[src/rtl/router_pkg.sv]
// Shared types and constants for the 4-port router arbiter.
// Holds port count/width, FSM encoding and a one-hot helper.
package router_pkg;

    localparam int NUM_PORTS = 4;
    localparam int PORT_W    = 2;

    typedef enum logic [1:0] {
        IDLE = 2'd0,
        XFER = 2'd1,
        GAP  = 2'd2
    } state_t;

    function automatic logic [NUM_PORTS-1:0] onehot(
        input logic [PORT_W-1:0] idx
    );
        logic [NUM_PORTS-1:0] v;
        v      = '0;
        v[idx] = 1'b1;
        return v;
    endfunction

endpackage

[src/rtl/rr_picker.sv]
// Combinational round-robin picker.
// Ports: req (request levels), last_granted (previous winner),
//        valid (any request), index (winner).
module rr_picker
    import router_pkg::*;
(
    input  logic [NUM_PORTS-1:0] req,
    input  logic [PORT_W-1:0]    last_granted,
    output logic                 valid,
    output logic [PORT_W-1:0]    index
);

    logic [PORT_W-1:0] cand;

    // Walk candidates from the farthest to the nearest so that the
    // last hit written is the first asserted one after last_granted.
    always_comb begin
        valid = 1'b0;
        index = last_granted;
        cand  = last_granted;
        for (int k = NUM_PORTS; k >= 1; k--) begin
            cand = last_granted + PORT_W'(k);
            if (req[cand]) begin
                valid = 1'b1;
                index = cand;
            end
        end
    end

endmodule

[src/rtl/router_arbiter.sv]
// Round-robin burst arbiter driving router sender/receiver selects.
// Ports: clk, rst_n, req[4], dest0..dest3[2]; out grant[4] one-hot,
//        sender[2], receiver[2], route_en (all registered).
module router_arbiter
    import router_pkg::*;
#(
    parameter int BURST_LEN = 8
) (
    input  logic                 clk,
    input  logic                 rst_n,
    input  logic [NUM_PORTS-1:0] req,
    input  logic [PORT_W-1:0]    dest0,
    input  logic [PORT_W-1:0]    dest1,
    input  logic [PORT_W-1:0]    dest2,
    input  logic [PORT_W-1:0]    dest3,
    output logic [NUM_PORTS-1:0] grant,
    output logic [PORT_W-1:0]    sender,
    output logic [PORT_W-1:0]    receiver,
    output logic                 route_en
);

    localparam logic [3:0] LAST_BEAT = 4'(BURST_LEN - 1);

    state_t               state, state_n;
    logic [NUM_PORTS-1:0] grant_n;
    logic [PORT_W-1:0]    sender_n, receiver_n;
    logic [PORT_W-1:0]    last_granted, last_n;
    logic                 route_en_n;
    logic [3:0]           cnt, cnt_n;
    logic [PORT_W-1:0]    dest [NUM_PORTS];
    logic                 pick_valid;
    logic [PORT_W-1:0]    pick_idx;

    assign dest[0] = dest0;
    assign dest[1] = dest1;
    assign dest[2] = dest2;
    assign dest[3] = dest3;

    rr_picker u_pick (
        .req          (req),
        .last_granted (last_granted),
        .valid        (pick_valid),
        .index        (pick_idx)
    );

    always_ff @(posedge clk or negedge rst_n) begin
        if (!rst_n) begin
            state        <= IDLE;
            grant        <= '0;
            sender       <= '0;
            receiver     <= '0;
            route_en     <= 1'b0;
            cnt          <= '0;
            last_granted <= PORT_W'(NUM_PORTS - 1);
        end else begin
            state        <= state_n;
            grant        <= grant_n;
            sender       <= sender_n;
            receiver     <= receiver_n;
            route_en     <= route_en_n;
            cnt          <= cnt_n;
            last_granted <= last_n;
        end
    end

    always_comb begin
        state_n    = state;
        grant_n    = grant;
        sender_n   = sender;
        receiver_n = receiver;
        route_en_n = route_en;
        cnt_n      = cnt;
        last_n     = last_granted;
        unique case (state)
            IDLE: begin
                if (pick_valid) begin
                    state_n    = XFER;
                    grant_n    = onehot(pick_idx);
                    sender_n   = pick_idx;
                    receiver_n = dest[pick_idx];
                    route_en_n = 1'b1;
                    cnt_n      = '0;
                    last_n     = pick_idx;
                end
            end
            XFER: begin
                cnt_n = cnt + 4'd1;
                // Burst limit and requester drop share one exit path,
                // so a coincident pair still ends the burst once.
                if (cnt == LAST_BEAT || !req[sender]) begin
                    state_n    = GAP;
                    grant_n    = '0;
                    route_en_n = 1'b0;
                end
            end
            GAP: begin
                state_n = IDLE;
            end
            default: begin
                state_n    = IDLE;
                grant_n    = '0;
                route_en_n = 1'b0;
            end
        endcase
    end

endmodule

[config.mk]
export PLATFORM = sky130hd
export DESIGN_NAME = router_arbiter
export DESIGN_NICKNAME = d
export VERILOG_FILES = /design/src/rtl/router_pkg.sv /design/src/rtl/rr_picker.sv /design/src/rtl/router_arbiter.sv
export SDC_FILE = /design/constraint.sdc
export NUM_CORES = 1
export LEC_CHECK = 0
export CAP_MARGIN = 15
export CELL_PAD_IN_SITES_DETAIL_PLACEMENT = 0
export CELL_PAD_IN_SITES_GLOBAL_PLACEMENT = 2
export CORE_MARGIN = 2
export CORE_UTILIZATION = 31
export CTS_CLUSTER_DIAMETER = 80
export CTS_CLUSTER_SIZE = 40
export DETAILED_ROUTE_END_ITERATION = 10
export GPL_TIMING_DRIVEN = 0
export PLACE_DENSITY_LB_ADDON = 0.2
export SLEW_MARGIN = 25
export SYNTH_ARGS = -nofsm -noshare
export SYNTH_HDL_FRONTEND = slang
export SYNTH_SLANG_ARGS = --single-unit
[constraint.sdc]
create_clock -name clk -period 2.46 [get_ports clk]
set_input_delay 0.369 -clock clk [delete_from_list [all_inputs] [get_ports clk]]
set_output_delay 0.369 -clock clk [all_outputs]
set_load 0.005 [all_outputs]
==> summary.txt, run 1 <==
gr usage total -> 13.1%
DPL Wire Length -> 1500 um
num rows -> 19
pin count of the biggest net entering global routing -> 18
die footprint -> 3370 um^2
initial antenna violation count -> 0
post-cts sizing count -> 0
CP arrival -> 1.96 ns
Hold Vio Cnt, Final -> 0
clock sinks -> 17
Area Growth Syn to Fin -> 31.7%
Highest Signal Layer -> met4
final core occ -> 43.2%
drt first pass iters -> 3
Tmin final -> 1.77 ns
WL met2 -> 940 um
VDD IR-drop max -> 0.511 mV
GRT overflow -> 0
TritonCTS buffer count -> 3
# IOs -> 23
Crit. Startpoint -> req[3]
Setup Fix Bufs, Post-CTS -> 0
Worst Tran Pin Value -> 0.772 ns
nets -> 132
register area share after synthesis -> 47.3%
Mean Syn Cell Area -> 10.1 um^2
routability cong. -> 0.739
Mapped Cells -> 90
wire length per cell after detailed routing -> 13.5 um
TritonCTS clock tree -> done
IO buf count -> 22
die height -> 58.0 um
Setup CP Type -> input pin to register
hold buffers post-CTS -> 0
first-pass GRT wire length -> 3360 um
CP Depth -> 7
Post-Route WL -> 1980 um
worst hold path class -> register to register
Worst R2R Path Depth -> 6
Core ar. -> 2760 um^2
max cap viols -> 0
# setup viols final -> 0
top cell family by delay on the critical path -> buffers and inverters
yosys synthesis warning count -> 0
critical path fanouts, max -> 6
Critical Path Start Type -> input pin
Max Slew Vio Count -> 0
status -> finished clean
H-tree depth -> 1
crit path to -> receiver[1]
filler cell count -> 292
setup tns final -> 0 ns
Critical Path RT -> 2.65 ns
achievable frequency -> 0.564 GHz
Metal-1 WL -> 930 um
critical path's slowest cell -> clkdlybuf4s50_1
Critical Path Sink Type -> register
clock root buffer -> clkbuf_4
FF-to-FF setup slack -> 0.77 ns
worst r2r src -> last_granted[1]
WL met3 -> 65 um
die width -> 58.0 um
cell leakage power -> 0.528 nW
most common cell after layout, fill and taps aside -> clkdlybuf4s50_1
CTS max path bufs -> 2
RR Endpoint -> receiver[1]
Detail Route Antenna Nets -> 0
commonest cells after routing, fill and taps aside -> 22 x clkdlybuf4s50_1, 17 x nand2_1, 15 x dfrtp_1, 8 x o21ai_0, 5 x inv_1
PwrDens -> 1160 nW/um^2
Vias -> 747
cell chain of the critical path -> clkdlybuf4s50_1 > nand2_1 > a31oi_1 > and2_4 > buf_6 > mux2i_1 > o221ai_2
CP bufs+invs -> 2
# DRC -> 0
Final Cycle Share -> 72.1%
post-synthesis cell type count -> 36
clk_skew -> 0.00728 ns
Seq cells post-synth -> 17
worst skew pair latency -> 0.30 ns
mapped cell area -> 905 um^2
initial core utilization -> 32.8%
RSZ-0062 raised after global routing -> no
number of DRC markers in iteration 0 -> 3
vias in the first global route -> 737
layout cells sized above 1 -> 12.9%
clock-pin slew on the worst setup and hold paths -> 0.11 ns
Worst slew margin -> 48.4%
ANT cells -> 0
Vias/cell -> 5.08
Max stage delay on crit path -> 0.58 ns
Synth Net Count -> 105
[worst reg2reg max path: cells and delay by family, from the launching register on]
kind            cells  cell delay [ns]
compound gates      2             0.39
mux                 1             0.21
buf+inv             1             0.11
simple gates        2             0.27
flops               1             0.60
[cell type report]
cell class | count | area, um^2 | area share [%]
Tap cell | 31 | 38.8 | 3.26
Multi-Input combinational cell | 66 | 435 | 36.6
Sequential cell | 17 | 428 | 35.9
Clock buffer | 3 | 22.5 | 1.89
Timing Repair Buffer | 22 | 220 | 18.5
Clock inverter | 1 | 5.00 | 0.420
Inverter | 5 | 18.8 | 1.58
Buffer | 2 | 22.5 | 1.89
[worst min path at each step]
stage                     cells after the start        to  startpoint
after floorplan                               0    cnt[0]       rst_n
after global routing                          2  grant[1]    grant[1]
after detailed placement                      2  route_en    route_en
after global placement                        2  route_en    route_en
after CTS                                     2  route_en    route_en
final                                         2  route_en    route_en
[power breakdown]
part | internal, mW | total, mW | switching (mW)
Sequential | 0.416 | 0.523 | 0.106
Clock | 0.0605 | 0.155 | 0.0949
Combinational | 0.375 | 0.707 | 0.332
[through the flow]
| stage | setup WS (ns) | instance area (um^2) | hold slack [ns] | power (mW) | cells |
|---|---|---|---|---|---|
| CTS | 0.672 | 1190 | 0.495 | 1.41 | 147 |
| detailed placement | 0.351 | 1160 | 0.468 | 1.25 | 143 |
| global route | 0.573 | 1190 | 0.516 | 1.50 | 147 |
| global placement | 0.351 | 1160 | 0.461 | 1.24 | 143 |
| finish | 0.686 | 1190 | 0.487 | 1.38 | 147 |
| floorplan | 0.902 | 905 | 0.0734 | 0.956 | 90 |
[routing by layer]
metal  vias up  track usage, %
met2        16            21.1
met3         4            1.34
li1        375               -
met1       352            17.5
met5         -               0
met4         0            6.98
[sequential cells by signal (all words and copies together) (netlist names)]
register	count
route_en	1
grant	4
receiver	2
sender	2
last_granted	2
cnt	4
state	2
[Yosys cell counts]
cell type  count  share of area, %
nand4_1        1              0.69
a22o_1         1              0.97
nor3_1         2               1.1
dfrtp_1       15                41
o221ai_2       2               3.3
a31oi_1        2               1.4
o21ai_0        8               4.4
a22oi_1        1              0.83
inv_1          5               2.1
nor2_1         4               1.7
or3_1          1              0.69
and2b_1        1              0.83
ha_1           1               1.4
o211a_1        1               1.1
a21o_1         1              0.83
nand2_1       17               7.1
o21ai_2        1              0.97
nor4_2         1               1.4
o211ai_1       1              0.83
nor2b_1        1              0.69
nand2b_1       1              0.69
o21a_1         2               1.7
a211oi_1       1              0.83
a21oi_1        1              0.55
nand3_1        2               1.1
nor3_2         1               1.1
and2_4         1              0.97
a21boi_0       2               1.7
o41ai_2        1               1.8
dfstp_2        2               5.8
mux4_1         1               2.9
and2_1         1              0.69
mux2i_1        2               2.2
buf_6          2               2.5
or2_1          1              0.69
o21ai_1        2               1.1
[kinds of logic (layout without fill, tap and decap cells)]
| group | Yosys count | count (layout) | synth area share [%] |
|---|---|---|---|
| fa+ha+maj | 1 | 1 | 1.38 |
| buf+inv | 7 | 33 | 4.56 |
| mux | 3 | 3 | 5.12 |
| flops | 17 | 17 | 47.3 |
| simple gates | 35 | 35 | 19.4 |
| compound gates | 27 | 27 | 22.3 |
(Power assumes the default switching activity.)
==> inputs of run 2 (changes only) <==
- CORE_UTILIZATION: 31 -> 26
- clock period: 2.46 -> 1.5 ns (I/O delays scaled with it)
==> run 2 against run 1 <==
The run now ends with setup timing left. Power grew 86%. Sequential share of layout area shrank 4.0 points. Clock skew shrank 0.0037 ns. Register-to-register slack lost 0.90 ns. Worst setup slack lost 0.81 ns. Die area grew 18%. Core utilization shrank 3.0 points. Combinational power grew 110%. Sequential cell count is the same. Final cell count grew 14%. Wire length grew 9.4%. Cell area grew 13%. Critical endpoint is now receiver[0].
==> summary.txt, run 2 (synthesized netlist as in run 1, its figures left out) <==
TritonCTS buffer count -> 3
VDD IR-drop max -> 0.832 mV
Critical Path Start Type -> register
clock-pin slew on the worst setup and hold paths -> 0.10 ns
final core occ -> 40.2%
Vias/cell -> 4.76
min setup slack post-route -> -0.125 ns
violated checks -> setup timing
Detail Route Antenna Nets -> 0
CP bufs+invs -> 1
critical path fanouts, max -> 6
top cell family by delay on the critical path -> compound AO/OA/AOI/OAI gates
Worst slew margin -> 47.7%
cell chain of the critical path -> inv_2 > a22oi_2 > o221ai_4 > o211a_1 > o41ai_2
# setup viols final -> 6
die width -> 63.0 um
CP Depth -> 5
pin count of the biggest net entering global routing -> 18
Tmin final -> 1.63 ns
filler cell count -> 360
Critical Path RT -> 1.69 ns
Max stage delay on crit path -> 0.61 ns
design area -> 1340 um^2
Largest regs -> cnt: 4 flops, grant: 4 flops
Area Growth Syn to Fin -> 48.3%
Post-Route WL -> 2170 um
initial antenna violation count -> 0
clock root buffer -> clkbuf_4
ANT cells -> 0
RSZ-0062 raised after global routing -> yes
Worst R2R Path Depth -> 5
TritonCTS clock tree -> done
die height -> 63.0 um
worst skew pair latency -> 0.29 ns
hold buffers post-CTS -> 0
CTS max path bufs -> 2
die footprint -> 3970 um^2
most common cell after layout, fill and taps aside -> clkdlybuf4s50_1
vias in the first global route -> 828
routability cong. -> 0.695
first-pass GRT wire length -> 3930 um
Hold Vio Cnt, Final -> 0
initial core utilization -> 27.1%
gr usage total -> 12.5%
Final Cycle Share -> 108%
critical path's slowest cell -> dfstp_2
# DRC -> 0
number of DRC markers in iteration 0 -> 21
Core ar. -> 3340 um^2
clk_skew -> 0.00356 ns
layout cells sized above 1 -> 30.3%
status -> complete, but fails checks
# IOs -> 23
cell leakage power -> 0.582 nW
commonest cells after routing, fill and taps aside -> 17 x clkdlybuf4s50_1, 15 x dfrtp_1, 13 x nand2_1, 6 x o21ai_0, 6 x buf_4
drt first pass iters -> 2
Critical Path Sink Type -> register
nets -> 138
worst hold path class -> input pin to asynchronous set/reset pin
achievable frequency -> 0.615 GHz
Max Slew Vio Count -> 0
CP arrival -> 1.82 ns
max cap viols -> 0
clock sinks -> 17
PwrDens -> 1920 nW/um^2
Vias -> 800
IO buf count -> 22
DPL Wire Length -> 1510 um
H-tree depth -> 1
wire length per cell after detailed routing -> 12.9 um
Setup CP Type -> register to register
num rows -> 21
placed instance area -> 1190 um^2
Worst Tran Pin Value -> 0.782 ns
GRT overflow -> 0
[run 2: cell types whose count changed in the layout (fill, tap and decap cells not counted), sizes merged]
cell / delta
buf: +6
clkdlybuf4s50: -5
dlygate4sd2: +5
clkbuf: +1
clkinv: -1
[run 2: what timing repair did]
item | in CTS | in global routing
pin swaps | 9 | 3
cloned | 0 | 0
setup buffers | 6 | 1
resized for setup | 25 | 5
endpoints found under the setup margin | 7 | 10
[run 2: path summary, 6_finish.rpt]
| path | from | to | slack [ns] |
|---|---|---|---|
| max in group asynchronous | rst_n | grant[1] | 0.63 |
| worst min register to register | grant[3] | grant[3] | 0.48 |
| worst min-delay path | rst_n | cnt[3] | 0.38 |
| worst max-delay path | last_granted[1] | receiver[0] | -0.13 |
| min in group clk | grant[3] | grant[3] | 0.48 |
| worst max register to register | last_granted[1] | receiver[0] | -0.13 |
[run 2: area by class of cell]
cell class / instances / area (um^2) / area share [%]
Timing Repair Buffer: 29 / 270 / 20.1
Tap cell: 46 / 57.6 / 4.29
Sequential cell: 17 / 428 / 31.9
Clock buffer: 4 / 26.3 / 1.96
Buffer: 1 / 11.3 / 0.840
Inverter: 5 / 18.8 / 1.40
Multi-Input combinational cell: 66 / 529 / 39.5
[run 2: where the power goes]
part	switching (mW)	internal, mW
Sequential	0.175	0.683
Combinational	0.690	0.781
Clock	0.144	0.103
[run 2: stage by stage]
| stage | instances | hold slack (ns) | worst slack (ns) | power, mW | setup TNS (ns) |
|---|---|---|---|---|---|
| after floorplan | 90 | -0.0706 | -0.0255 | 1.58 | -0.0434 |
| after global placement | 158 | 0.461 | -0.501 | 2.06 | -5.49 |
| after detailed placement | 158 | 0.469 | -0.474 | 2.05 | -5.11 |
| after CTS | 167 | 0.413 | -0.131 | 2.54 | -0.366 |
| after global routing | 168 | 0.450 | -0.188 | 2.81 | -0.780 |
| final | 168 | 0.381 | -0.125 | 2.58 | -0.362 |
[run 2: layer usage]
layer	wire (um)	share of wire [%]	GRT usage [%]
met4	8	0.37	1.67
met2	1050	49	21.3
met1	985	45	15.7
met3	122	5.6	4.32
met5	0	0	0
==> inputs of run 3 (changes only) <==
- MAX_ROUTING_LAYER: not set -> met4
- PLACE_DENSITY_LB_ADDON: 0.2 -> 0.15
==> run 3 against run 2 <==
Critical path depth increased by 1. The run still ends with setup timing left. Count of clock-buffer cells in the layout unchanged. Largest cell class unchanged. Via count decreased by 4.3%. Die area unchanged. Register-to-register slack about the same. Global-route usage decreased by 0.81 points. Power decreased by 4.2%. Fmax increased by 0.58%. Non-clock buffer count decreased by 1. Critical path type unchanged. Largest power group unchanged.
==> summary.txt, run 3 (synthesized netlist as in run 1, its figures left out) <==
Core ar. -> 3340 um^2
switching power -> 0.945 mW
Worst R2R Path Depth -> 6
routability cong. -> 0.708
pin count of the biggest net entering global routing -> 18
max cap viols -> 0
clock root buffer -> clkbuf_4
die height -> 63.0 um
Worst Tran Pin Value -> 0.770 ns
gr usage total -> 11.7%
min setup slack post-route -> -0.116 ns
drt first pass iters -> 3
Pint -> 1.52 mW
die footprint -> 3970 um^2
number of DRC markers in iteration 0 -> 34
cell leakage power -> 0.571 nW
# DRC -> 0
# IOs -> 23
Vias -> 766
clock-pin slew on the worst setup and hold paths -> 0.10 ns
Critical Path RT -> 1.67 ns
VDD IR-drop max -> 0.688 mV
worst hold path class -> input pin to asynchronous set/reset pin
TritonCTS buffer count -> 3
hold slack -> 0.381 ns
wire length per cell after detailed routing -> 12.8 um
Hold Vio Cnt, Final -> 0
Worst slew margin -> 48.5%
DPL Wire Length -> 1630 um
CTS max path bufs -> 2
initial antenna violation count -> 0
sequential share of power -> 34.3%
commonest cells after routing, fill and taps aside -> 17 x clkdlybuf4s50_1, 15 x nand2_1, 15 x dfrtp_1, 7 x o21ai_0, 5 x inv_1
Setup CP Type -> register to register
achievable frequency -> 0.619 GHz
violated checks -> setup timing
first-pass GRT wire length -> 3570 um
die width -> 63.0 um
CP arrival -> 1.78 ns
nets -> 137
initial core utilization -> 27.1%
H-tree depth -> 1
Sw Share -> 38.3%
IO buf count -> 22
Vias/cell -> 4.59
Largest regs -> cnt: 4 flops, grant: 4 flops
design area -> 1290 um^2
Area Growth Syn to Fin -> 43.2%
RSZ-0062 raised after global routing -> yes
critical path fanouts, max -> 5
Post-Route WL -> 2130 um
status -> complete, but fails checks
ANT cells -> 0
PwrDens -> 1910 nW/um^2
# setup viols final -> 4
Final Cycle Share -> 108%
TritonCTS clock tree -> done
layout cells sized above 1 -> 21.5%
final core occ -> 38.8%
GRT overflow -> 0
clk_skew -> 0.00450 ns
vias in the first global route -> 761
most common cell after layout, fill and taps aside -> clkdlybuf4s50_1
Final Power -> 2.47 mW
num rows -> 21
clock sinks -> 17
placed instance area -> 1190 um^2
worst skew pair latency -> 0.29 ns
Tmin final -> 1.62 ns
Comb power frac -> 56.0%
Max Slew Vio Count -> 0
Detail Route Antenna Nets -> 0
Clk pwr share -> 9.7%
Critical Path Start Type -> register
Critical Path Sink Type -> register
## run 3: cell types whose count changed in the layout (fill, tap and decap cells not counted), moves of 2 or more
cell	delta
o21ai_1	+3
buf_4	-2
o21ai_2	-5
nand2_1	+2
## run 3: worst paths after layout
kind                                 start           to  slack, ns
max reg2reg                last_granted[1]  receiver[1]      -0.12
min reg2reg                       route_en     route_en       0.48
max in group asynchronous            rst_n     route_en       0.64
max                        last_granted[1]  receiver[1]      -0.12
min in group clk                  route_en     route_en       0.48
min                                  rst_n    sender[0]       0.38
## run 3: metal layers
| layer | global-route usage (%) | vias up | share of wire (%) | wire (um) |
|---|---|---|---|---|
| li1 | - | 386 | - | - |
| met1 | 14.6 | 363 | 47 | 1010 |
| met2 | 18.8 | 15 | 48 | 1020 |
| met3 | 4.14 | 2 | 4.6 | 99 |
| met4 | 1.67 | 0 | 0.19 | 4 |
| met5 | - | - | 0 | 0 |
## run 3: critical path, stage by stage, from the launching register on
cell      delay, ns
dfstp_2        0.59
buf_6          0.12
nor3_2         0.04
a31oi_2        0.19
and2_4         0.22
mux2i_1        0.23
o221ai_2       0.12
## run 3: final cells by class
| class | count | area (um^2) |
|---|---|---|
| fill | 360 | 2040 |
| multi-input combinational | 66 | 483 |
| sequential | 17 | 428 |
| timing repair buffer | 28 | 270 |
| tap | 46 | 57.6 |
| clock buffer | 4 | 26.3 |
| inverter | 5 | 18.8 |
| buffer | 1 | 11.3 |
## run 3: power groups by stage
| stage | Combinational (mW) | Clock [mW] | Sequential, mW |
|---|---|---|---|
| finish | 1.38 | 0.240 | 0.846 |
| detailed placement | 1.20 | 0 | 0.871 |
| global placement | 1.19 | 0 | 0.867 |
| floorplan | 0.732 | 0 | 0.843 |
| CTS | 1.31 | 0.256 | 0.849 |
| global route | 1.52 | 0.281 | 0.882 |
## run 3: repair_timing
item                       4_1_cts  5_1_grt
setup buffers                    4        2
pin swaps                        5        6
hold buffers                     0        0
resized for setup                8       10
setup endpoints to repair        8       13
## run 3: per-stage QoR
| stage | cells | setup WS, ns | TNS [ns] |
|---|---|---|---|
| finish | 167 | -0.116 | -0.363 |
| detailed placement | 158 | -0.525 | -5.93 |
| CTS | 166 | -0.148 | -0.725 |
| global placement | 158 | -0.515 | -5.72 |
| floorplan | 90 | -0.0255 | -0.0434 |
| global route | 167 | -0.216 | -1.13 |
